==> config.mk <==
export PLATFORM = sky130hd
export DESIGN_NAME = up_down_counter_param
export DESIGN_NICKNAME = d
export VERILOG_FILES = /design/src/rtl/counter_pkg.sv /design/src/rtl/up_down_next.sv /design/src/rtl/up_down_counter_param.sv
export SDC_FILE = /design/constraint.sdc
export NUM_CORES = 1
export LEC_CHECK = 0
export ABC_AREA = 1
export CORE_AREA = 4 4 41 43
export CTS_CLUSTER_DIAMETER = 80
export DETAILED_ROUTE_END_ITERATION = 16
export DIE_AREA = 0 0 45 47
export DONT_BUFFER_PORTS = 1
export PLACE_DENSITY = 0.42
export SLEW_MARGIN = 40
export SYNTH_ARGS = -nofsm -noshare
export SYNTH_HDL_FRONTEND = slang
export SYNTH_SLANG_ARGS = --single-unit
export TNS_END_PERCENT = 5
==> constraint.sdc <==
create_clock -name clk -period 1.3 [get_ports clk]
set_input_delay 0.26 -clock clk [delete_from_list [all_inputs] [get_ports clk]]
set_output_delay 0.26 -clock clk [all_outputs]
set_load 0.03 [all_outputs]
==> src/rtl/counter_pkg.sv <==
// rtl/counter_pkg.sv - shared constants and helpers for the parametrised up/down counter
// Contents:
//   DIR_UP / DIR_DOWN   : encodings of the up_down input
//   MODE_WRAP / MODE_SAT: encodings of the SATURATE parameter
//   clog2()             : ceiling log2, used for parameter sanity checks
package counter_pkg;

  localparam logic DIR_UP   = 1'b1;
  localparam logic DIR_DOWN = 1'b0;

  localparam int MODE_WRAP = 0;
  localparam int MODE_SAT  = 1;

  // Number of bits needed to represent values 0..value-1.
  function automatic int clog2(input int value);
    int r;
    r = 0;
    for (int i = 0; i < 31; i++) begin
      if (((value - 1) >> i) > 0) r = i + 1;
    end
    return r;
  endfunction

endpackage

==> src/rtl/up_down_next.sv <==
// rtl/up_down_next.sv - combinational next-count and boundary detection
// Ports:
//   cur      (in,  WIDTH) : current count
//   up_down  (in,  1)     : 1 = up, 0 = down
//   nxt      (out, WIDTH) : count after one enabled step
//   boundary (out, 1)     : the step would cross 0 / MAX_VAL (wrap or clamp)
module up_down_next #(
  parameter int WIDTH    = 4,
  parameter int MAX_VAL  = (1 << WIDTH) - 1,
  parameter int STEP     = 1,
  parameter int SATURATE = 0
) (
  input  logic [WIDTH-1:0] cur,
  input  logic             up_down,
  output logic [WIDTH-1:0] nxt,
  output logic             boundary
);
  import counter_pkg::*;

  localparam logic [WIDTH-1:0] MAX_N   = WIDTH'(MAX_VAL);
  localparam logic [WIDTH-1:0] STEP_N  = WIDTH'(STEP);
  // MAX_VAL+1 may equal 2**WIDTH and truncate to 0; the wrapped results
  // always land inside 0..MAX_VAL, so modulo-2**WIDTH arithmetic is exact.
  localparam logic [WIDTH-1:0] RANGE_N = WIDTH'(MAX_VAL + 1);

  logic [WIDTH:0]   up_sum;
  logic             up_over;
  logic             dn_under;
  logic [WIDTH-1:0] up_wrap;
  logic [WIDTH-1:0] dn_diff;
  logic [WIDTH-1:0] dn_wrap;

  // The up sum carries one extra bit so out+STEP never overflows the compare.
  assign up_sum   = {1'b0, cur} + {1'b0, STEP_N};
  assign up_over  = up_sum > {1'b0, MAX_N};
  assign dn_under = cur < STEP_N;
  assign up_wrap  = cur + STEP_N - RANGE_N;
  assign dn_diff  = cur - STEP_N;
  assign dn_wrap  = cur + RANGE_N - STEP_N;

  always_comb begin
    nxt      = cur;
    boundary = 1'b0;
    if (up_down == DIR_UP) begin
      boundary = up_over;
      if (!up_over)                 nxt = up_sum[WIDTH-1:0];
      else if (SATURATE == MODE_SAT) nxt = MAX_N;
      else                          nxt = up_wrap;
    end else begin
      boundary = dn_under;
      if (!dn_under)                nxt = dn_diff;
      else if (SATURATE == MODE_SAT) nxt = '0;
      else                          nxt = dn_wrap;
    end
  end

endmodule

==> src/rtl/up_down_counter_param.sv <==
// rtl/up_down_counter_param.sv - parametrised up/down counter with load, enable and boundary flags
// Optional feature macro: COUNTER_OVF_STICKY_EN (adds clr_ovf / ovf_sticky).
// Ports:
//   clk        (in,  1)     : rising-edge clock
//   reset      (in,  1)     : synchronous active-low reset
//   en         (in,  1)     : count enable
//   up_down    (in,  1)     : 1 = up, 0 = down
//   load       (in,  1)     : synchronous load, higher priority than en
//   data       (in,  WIDTH) : load value, clamped to MAX_VAL
//   out        (out, WIDTH) : registered count
//   tc         (out, 1)     : combinational terminal count for current direction
//   wrap       (out, 1)     : registered one-cycle boundary-event pulse
//   clr_ovf    (in,  1)     : clears ovf_sticky (macro builds only)
//   ovf_sticky (out, 1)     : sticky boundary-event flag (macro builds only)
module up_down_counter_param #(
  parameter int WIDTH    = 4,
  parameter int MAX_VAL  = (1 << WIDTH) - 1,
  parameter int STEP     = 1,
  parameter int SATURATE = 0
) (
  input  logic             clk,
  input  logic             reset,
  input  logic             en,
  input  logic             up_down,
  input  logic             load,
  input  logic [WIDTH-1:0] data,
`ifdef COUNTER_OVF_STICKY_EN
  input  logic             clr_ovf,
  output logic             ovf_sticky,
`endif
  output logic [WIDTH-1:0] out,
  output logic             tc,
  output logic             wrap
);
  import counter_pkg::*;

  if ((WIDTH < 2) || (MAX_VAL < 1) || (clog2(MAX_VAL + 1) > WIDTH) ||
      (STEP < 1) || (STEP > MAX_VAL)) begin : g_bad_params
    $error("up_down_counter_param: illegal WIDTH/MAX_VAL/STEP combination");
  end

  localparam logic [WIDTH-1:0] MAX_N = WIDTH'(MAX_VAL);

  logic [WIDTH-1:0] nxt;
  logic             boundary;
  logic [WIDTH-1:0] load_val;
  logic             step_event;

  up_down_next #(
    .WIDTH    (WIDTH),
    .MAX_VAL  (MAX_VAL),
    .STEP     (STEP),
    .SATURATE (SATURATE)
  ) u_next (
    .cur      (out),
    .up_down  (up_down),
    .nxt      (nxt),
    .boundary (boundary)
  );

  // The step's boundary condition is exactly the terminal-count condition.
  assign tc = boundary;

  assign load_val   = (data > MAX_N) ? MAX_N : data;
  // Load pre-empts counting, so only an enabled, non-load edge can be an event.
  // In saturate mode a held boundary still reports boundary, so every
  // clamped attempt pulses wrap.
  assign step_event = en && !load && boundary;

  always_ff @(posedge clk) begin
    if (!reset) begin
      out  <= '0;
      wrap <= 1'b0;
    end else begin
      wrap <= step_event;
      if (load)    out <= load_val;
      else if (en) out <= nxt;
    end
  end

`ifdef COUNTER_OVF_STICKY_EN
  // Set wins over clear on the same edge.
  always_ff @(posedge clk) begin
    if (!reset) ovf_sticky <= 1'b0;
    else        ovf_sticky <= step_event || (ovf_sticky && !clr_ovf);
  end
`endif

endmodule

==> metrics.md, run 1 <==
| Metric | Value |
|---|---|
| Status | `finished with violations` |
| Failing checks | `negative setup slack` |
| FP Rows | `13` |
| Final Cycle Share | `124.0%` |
| First-pass GRT wire length | `around 1700 um` |
| Startpoint Class | `flop` |
| Setup violations, final | `1` |
| Num CTS Buffers | `3` |
| Avg WL per Cell | `~11 um` |
| Antenna cells | `0` |
| P_int | `roughly 0.36 mW` |
| Endpoint class of the critical path | `output port` |
| Top post-synthesis cells by area | `dfxtp_1, nand2_1, ha_1` |
| CTS Root Cell | `clkbuf_4` |
| Area Growth Syn to Fin | `38.30%` |
| CTS tree | `done` |
| Leakage power | `about 0.27 nW` |
| # fillers | `159` |
| Post-synth cell types | `19` |
| Initial antenna violation count | `0` |
| Yosys top cell by area | `dfxtp_1` |
| CTS clk-pin slew, worst paths | `~40 ps` |
| Vias in the first global route | `~430` |
| Remaining Overflow, GRT | `0` |
| Hold Vio Cnt, Final | `0` |
| Syn Nets | `76` |
| Port bufs | `0` |
| Routed vias/inst | `~4.7` |
| Overall global routing resource usage | `a little over a tenth` |
| Sw Share | `33.67%` |
| Initial Util | `between 30% and 40%` |
| Family with the most delay on the worst path | `simple AND/OR/NAND/NOR gates` |
| Sink Count | `5` |
| Crit path time final | `1613 ps` |
| Sequential group share of total power | `between 30% and 40%` |
| Share of the synthesized area in the top cell type | `around a quarter` |
| Hold Startpoint | `reset` |
| Setup repair bufs after CTS | `0` |
| Vert. Die Dim | `between 40 and 50 um` |
| #FFs+latches synth | `5` |
| Critical path, cell by cell | `inv_2 -> ha_4 -> nand3_4 -> nor2_2 -> nand2_1 -> nand2_1 -> nand2_2 -> nand2_4` |
| Synth Warn # | `0` |
| Worst EP arrival | `~1400 ps` |
| Crit-path slowest cell | `dfxtp_4` |
| CP startpoint | `out[1]$_SDFFE_PN0P_` |
| Buffer and inverter count on the worst path | `1` |
| RSZ-0062 raised after global routing | `true` |
| Worst relative slew slack | `80.54%` |
| H-tree depth | `1` |
| Pin count of the biggest net entering global routing | `9` |
| Worst VDD drop | `about 0.31 mV` |
| Max incr delay on CP | `around 380 ps` |
| Pins Over Slew Limit | `0` |
| Average cell area after synthesis | `between 6 and 7 um2` |
| Crit Path Category | `reg2out` |
| Share of layout cells above drive strength 1 | `36.84%` |
| DRC | `0` |
| Total die area | `around 0.0021 mm2` |
| 1st-pass router iterations | `2` |
| Seq/Total Area, Yosys | `around a quarter` |
| Clock Tree Buf Depth | `2` |
| Maxcap violations | `0` |
| Synth Cell Area | `approximately 410 um2` |
| Tightest Pin Transition | `roughly 290 ps` |
| Skew-Pair Late Insertion Delay | `240 ps` |
| Hold Crit Class | `in2reg` |
| Clock share of power | `between 30 and 40%` |
| Initial DRC count | `3` |
| Post-Syn Instances | `64` |
| Final net count | `89` |
| Reg2reg start | `out[1]$_SDFFE_PN0P_` |
| Pre-CTS WS | `-70.01 ps` |
| CP required | `1040 ps` |
| Hold-fix buffers, CTS | `0` |
| Routed WL | `between 1000 and 1500 um` |
| Routability cong. | `about 0.69` |
| CP max FO | `5` |
| Psw | `roughly 0.18 mW` |
| IO Count | `15` |
| Maximum clock rate | `between 600 and 700 MHz` |
| Post-DP HPWL | `slightly below 900 um` |
| Clock Skews | `approximately 2.5 ps` |
| Core Footprint | `~0.0013 mm2` |
| Combinational Power Share | `32.4%` |
| Min Hold Slack | `148.0 ps` |
| Util after Layout | `43.75%` |
| Power Density | `~940 mW/mm2` |
| Antenna-violating nets left | `0` |
| Setup slack after layout | `-312.5 ps` |
| Vias post-DR | `~430` |
| Horiz. Die Dim | `45 um` |
| Most Frequent Cell on Critical Path | `nand2_1` |
==> final timing paths <==
check                        endpoint  slack (ps)  cells past startpoint
hold reg to reg   out[3]$_SDFFE_PN0P_         630                      2
setup reg to reg      wrap$_SDFF_PN0_          10                      9
hold / removal    out[0]$_SDFFE_PN0P_         150                      2
setup / recovery                   tc        -310                      8
==> flip-flops by register name (all words and copies together), names as in the netlist <==
signal  cells
out         4
wrap        1
==> metal layers <==
metal / track usage, % / vias to the layer above / wire length (um)
met5: 0 / - / 0
met4: 1.754 / 0 / 0
met3: 4.981 / 0 / 69
met2: 18.08 / 12 / 507
met1: 13.38 / 193 / 462
li1: - / 227 / -
==> cell type report <==
class | instances | area (um2) | area share (%)
Multi-Input combinational cell | 47 | 301.5 | 52.97
Sequential cell | 5 | 108.9 | 19.12
Timing Repair Buffer | 9 | 67.56 | 11.87
Inverter | 11 | 46.29 | 8.132
Clock buffer | 4 | 26.28 | 4.615
Tap cell | 15 | 18.77 | 3.297
==> cell usage in the layout, fill, tap and decap left out <==
cell type,instances
nor2_1,3
inv_1,7
nor2_2,1
a31oi_1,1
ha_1,1
nand4_1,2
xor2_1,1
nand2_4,1
nand3_4,1
clkbuf_1,1
clkbuf_4,3
inv_2,2
xnor2_1,1
dfxtp_1,2
a21oi_2,1
a21oi_1,2
dfxtp_2,1
nand2_2,3
nand2_1,17
dfxtp_4,2
a22oi_1,2
inv_4,2
o21ai_0,2
nand3_1,6
buf_4,9
ha_4,2
==> timing repair <==
item,CTS,global route
pin swaps,0,1
endpoints found under the hold margin,0,0
resized for setup,1,3
endpoints found under the setup margin,2,3
==> synth_stat cells <==
| master | instances |
|---|---|
| nor2_2 | 1 |
| a21oi_1 | 2 |
| nand2_1 | 18 |
| a22oi_1 | 2 |
| inv_1 | 9 |
| nor2_1 | 3 |
| a21oi_2 | 1 |
| o21ai_0 | 2 |
| xnor2_1 | 1 |
| inv_2 | 1 |
| ha_1 | 3 |
| nand2_2 | 3 |
| dfxtp_1 | 5 |
| nand3_1 | 7 |
| buf_6 | 1 |
| a31oi_1 | 1 |
| inv_4 | 1 |
| xor2_1 | 1 |
| nand4_1 | 2 |
==> cells by family (layout without fill, tap and decap cells) <==
group | count (synthesis) | after routing | synth area share (%)
AO/OA/AOI/OAI | 8 | 8 | 12.16
XOR/XNOR | 2 | 2 | 4.256
adder cells (fa/ha/maj) | 3 | 3 | 9.120
buffers and inverters | 12 | 24 | 13.37
flip-flops | 5 | 5 | 24.32
AND/OR/NAND/NOR | 34 | 34 | 36.78
==> metrics by stage <==
stage / setup TNS, ps / total power, mW / cell area [um2] / std cells
final: -312.5 / 0.5366 / 569.3 / 91
after global routing: -481.5 / 0.5820 / 569.3 / 91
after CTS: -328.4 / 0.5389 / 551.8 / 91
after detailed placement: -70.01 / 0.3525 / 523.0 / 87
after global placement: -80.69 / 0.3528 / 523.0 / 87
after floorplan: -115.9 / 0.3055 / 447.9 / 64
==> power by group through the flow <==
stage | registers, mW | clock network [mW] | logic, mW
2_1_floorplan | 0.200 | 0 | 0.106
6_report | 0.184 | 0.179 | 0.174
4_1_cts | 0.182 | 0.188 | 0.169
5_1_grt | 0.186 | 0.202 | 0.194
3_5_place_dp | 0.184 | 0 | 0.168
3_3_place_gp | 0.185 | 0 | 0.168
(Power assumes the default switching activity.)
==> run 2: changes to the inputs <==
--- a/config.mk
+++ b/config.mk
@@ -5,13 +5,13 @@
 export SDC_FILE = /design/constraint.sdc
 export NUM_CORES = 1
 export LEC_CHECK = 0
-export ABC_AREA = 1
+export ABC_CLOCK_PERIOD_IN_PS = 1300
 export CORE_AREA = 4 4 41 43
 export CTS_CLUSTER_DIAMETER = 80
 export DETAILED_ROUTE_END_ITERATION = 16
 export DIE_AREA = 0 0 45 47
 export DONT_BUFFER_PORTS = 1
-export PLACE_DENSITY = 0.42
+export PLACE_DENSITY = 0.43
 export SLEW_MARGIN = 40
 export SYNTH_ARGS = -nofsm -noshare
 export SYNTH_HDL_FRONTEND = slang
==> run 2 against run 1 <==
  * The flow still finishes with violations (negative setup slack)
  * Hold slack better by 6.5 ps
  * Fmax down 9.3%
  * Die area unchanged
  * Area after synthesis up 1.5%
  * Clock skew down 2.1 ps
  * Clock power up 6%
  * Largest power group is now combinational logic
  * Routed wire length up 10%
  * Highest routed layer unchanged
  * Sequential power about the same
==> metrics.md, run 2 <==
| Metric | Value |
|---|---|
| Status | `finished with violations` |
| Failing checks | `negative setup slack` |
| Share of the synthesized area in the top cell type | `23.95% (-0.36 points)` |
| Antenna cells | `0 (unchanged)` |
| Worst VDD drop | `0.5776 mV (+85%)` |
| Simple-gate share of the synthesized area | `29.94% (-6.8 points)` |
| Reg with most FFs | `out` |
| Hold Vio Cnt, Final | `0 (unchanged)` |
| Crit Path Category | `reg2out` |
| Post-Synth Adder-Cell Area | `8.982% (-0.14 points)` |
| Pins Over Slew Limit | `0 (unchanged)` |
| Vias in the first global route | `430 (-0.46%)` |
| Horiz. Die Dim | `45 um (unchanged)` |
| Skew-Pair Late Insertion Delay | `240 ps (about the same)` |
| Pre-CTS WS | `-215.4 ps (-145.4 ps)` |
| Post-Syn Instances | `49 (-23%)` |
| Family with the most delay on the worst path | `flip-flops` |
| Overall global routing resource usage | `12.48% (+1.5 points)` |
| Final net count | `76 (-15%)` |
| Initial antenna violation count | `0 (unchanged)` |
| Antenna-violating nets left | `0 (unchanged)` |
| CTS tree | `done` |
| Critical path, cell by cell | `inv_2 -> ha_4 -> nor4bb_4 -> nand2_2 -> o21ai_4` |
| Core Footprint | `0.001301 mm2 (unchanged)` |
| Clock Tree Buf Depth | `2 (unchanged)` |
| CTS clk-pin slew, worst paths | `50 ps (about the same)` |
| Routed vias/inst | `5.410 (+14%)` |
| FP Rows | `13 (unchanged)` |
| Endpoint class of the critical path | `output port` |
| Buffer and inverter count on the worst path | `1 (unchanged)` |
| Synth Warn # | `0 (unchanged)` |
| Asr flop ratio synth | `0% (unchanged)` |
| Vias post-DR | `422 (-2.3%)` |
| Avg WL per Cell | `14.69 um (+29%)` |
| RSZ-0062 raised after global routing | `true` |
| Setup violations, final | `3 (+2)` |
| Worst relative slew slack | `79.67% (-0.87 points)` |
| Initial Util | `32.12% (+0.48 points)` |
| Share of layout cells above drive strength 1 | `47.62% (+11 points)` |
| Sink Count | `5 (unchanged)` |
| Remaining Overflow, GRT | `0 (unchanged)` |
| Commonest cells in the netlist | `dfxtp_1, nand2_1, nand4_1` |
| Dominant synthesized flop cell | `dfxtp_1` |
| IO Count | `15 (unchanged)` |
| Seq/Total Area, Yosys | `23.95% (-0.36 points)` |
| Worst EP arrival | `1520 ps (+170 ps)` |
| Clock Skews | `0.4685 ps (-2.070 ps)` |
| Number of synthesized flops with an enable pin | `0 (unchanged)` |
| Maxcap violations | `0 (unchanged)` |
| Compound-gate portion of the synthesized area | `16.47% (+4.3 points)` |
| 1st-pass router iterations | `4 (+2)` |
| Post-synth cell types | `26 (+7)` |
| Mux cell area share after synthesis | `5.090% (+5.1 points)` |
| Routed WL | `1146 um (+10%)` |
| Syn Nets | `61 (-20%)` |
| Largest regs | `out: 4 flops, wrap: 1 flops` |
| Num CTS Buffers | `3 (unchanged)` |
| Startpoint Class | `flop` |
| Top post-synthesis cells by area | `dfxtp_1, ha_1, nand4_1` |
| Tightest Pin Transition | `303.9 ps (+12.35 ps)` |
| H-tree depth | `1 (unchanged)` |
| Hold Crit Class | `in2reg` |
| DRC | `0 (unchanged)` |
| Crit-path slowest cell | `dfxtp_4` |
| Routability cong. | `0.7935 (+15%)` |
| Average cell area after synthesis | `8.529 um2 (+33%)` |
| CP max FO | `5 (unchanged)` |
| Area Growth Syn to Fin | `50.00%` |
| XOR/XNOR Fraction of Synth Area | `8.383% (+4.1 points)` |
| Yosys top cell by area | `dfxtp_1` |
| Most common cell in the netlist | `dfxtp_1` |
| Synth Cell Area | `417.9 um2 (+1.5%)` |
| Power Density | `956.4 mW/mm2 (+1.5%)` |
| Setup tns final | `-676.3 ps (-363.8 ps)` |
| Max incr delay on CP | `380 ps (about the same)` |
| Maximum clock rate | `562.3 MHz (-9.3%)` |
| First-pass GRT wire length | `1842 um (+9.9%)` |
| Commonest non-fill, non-tap cells in the layout | `buf_4, nand4_1, nand2_1, nand3b_1, clkbuf_4` |
| Initial DRC count | `8 (+5)` |
| Pin count of the biggest net entering global routing | `11 (+2)` |
| Total die area | `0.002115 mm2 (unchanged)` |
| Max reg flops | `4 (unchanged)` |
| Leading cell type in the layout, fill and taps excluded | `buf_4` |
| Setup slack after layout | `-478.5 ps (-165.9 ps)` |
| Crit path time final | `1778 ps (+165.9 ps)` |
| Leakage power | `0.2524 nW (-5.2%)` |
| CTS Root Cell | `clkbuf_4` |
| Final Cycle Share | `136.8% (+13 points)` |
| Port bufs | `0 (unchanged)` |
| CP required | `1040 ps (about the same)` |
| Post-DP HPWL | `887.6 um (+0.26%)` |
| Largest family of logic cells by synthesized area | `simple AND/OR/NAND/NOR gates` |
| Vert. Die Dim | `47 um (unchanged)` |
| #FFs+latches synth | `5 (unchanged)` |
## run 2: changes by cell type after synthesis, sizes merged, moves of 2 or more
cell | previous run | this run
a22oi | 2 | 0
clkbuf | 0 | 2
inv | 11 | 3
nand2 | 21 | 4
nand3 | 7 | 2
nand3b | 0 | 3
nand4 | 2 | 4
nor2 | 4 | 1
nor2b | 0 | 2
## run 2: what timing repair did
action,CTS,global route
setup endpoints to repair,2,4
pin swaps,1,6
buffers inserted,0,2
resized for setup,0,4
hold buffers,0,0
## run 2: logic make-up after synthesis
kind of cell	count (synthesis)
xor+xnor	4
fa+ha+maj	3
mux	2
buf+inv	6
simple gates	20
flops	5
compound gates	9
## run 2: final timing paths
check,start,end,slack [ps],cells past startpoint
worst min register to register,out[3]$_SDFFE_PN0P_,wrap$_SDFF_PN0_,710,2
worst max register to register,out[1]$_SDFFE_PN0P_,out[3]$_SDFFE_PN0P_,-170,4
worst min-delay path,reset,out[0]$_SDFFE_PN0P_,150,1
worst max-delay path,out[1]$_SDFFE_PN0P_,tc,-480,5
## run 2: per-stage QoR
stage	instances	total power [mW]	hold slack [ps]	area, um2	utilization [%]
final	78	0.5995	154.6	626.9	48.17
after global routing	78	0.6436	150.4	626.9	48.17
after CTS	76	0.5854	149.4	579.3	44.52
after detailed placement	72	0.3900	406.7	553.0	42.50
after global placement	72	0.3855	405.6	553.0	42.50
after floorplan	49	0.3317	397.1	470.5	-
## run 2: final cells by class
type | count | area, um2
fillers | 142 | 674.4
multi-input cells | 38 | 361.6
flip-flops and latches | 5 | 108.9
repair buffers | 13 | 97.59
clock buffers | 4 | 26.28
well taps | 15 | 18.77
inverters | 3 | 13.76
## run 2: layer usage
metal / track usage, % / vias to the layer above / share of wire, %
li1: - / 210 / -
met1: 13.64 / 193 / 39
met2: 21.75 / 19 / 50
met3: 5.747 / 0 / 10
met4: 3.509 / 0 / 0
met5: 0 / - / 0
## run 2: power breakdown
group          total [mW]  internal [mW]  switching (mW)
logic               0.225          0.118           0.108
registers           0.185          0.166          0.0192
clock network       0.189          0.117          0.0723
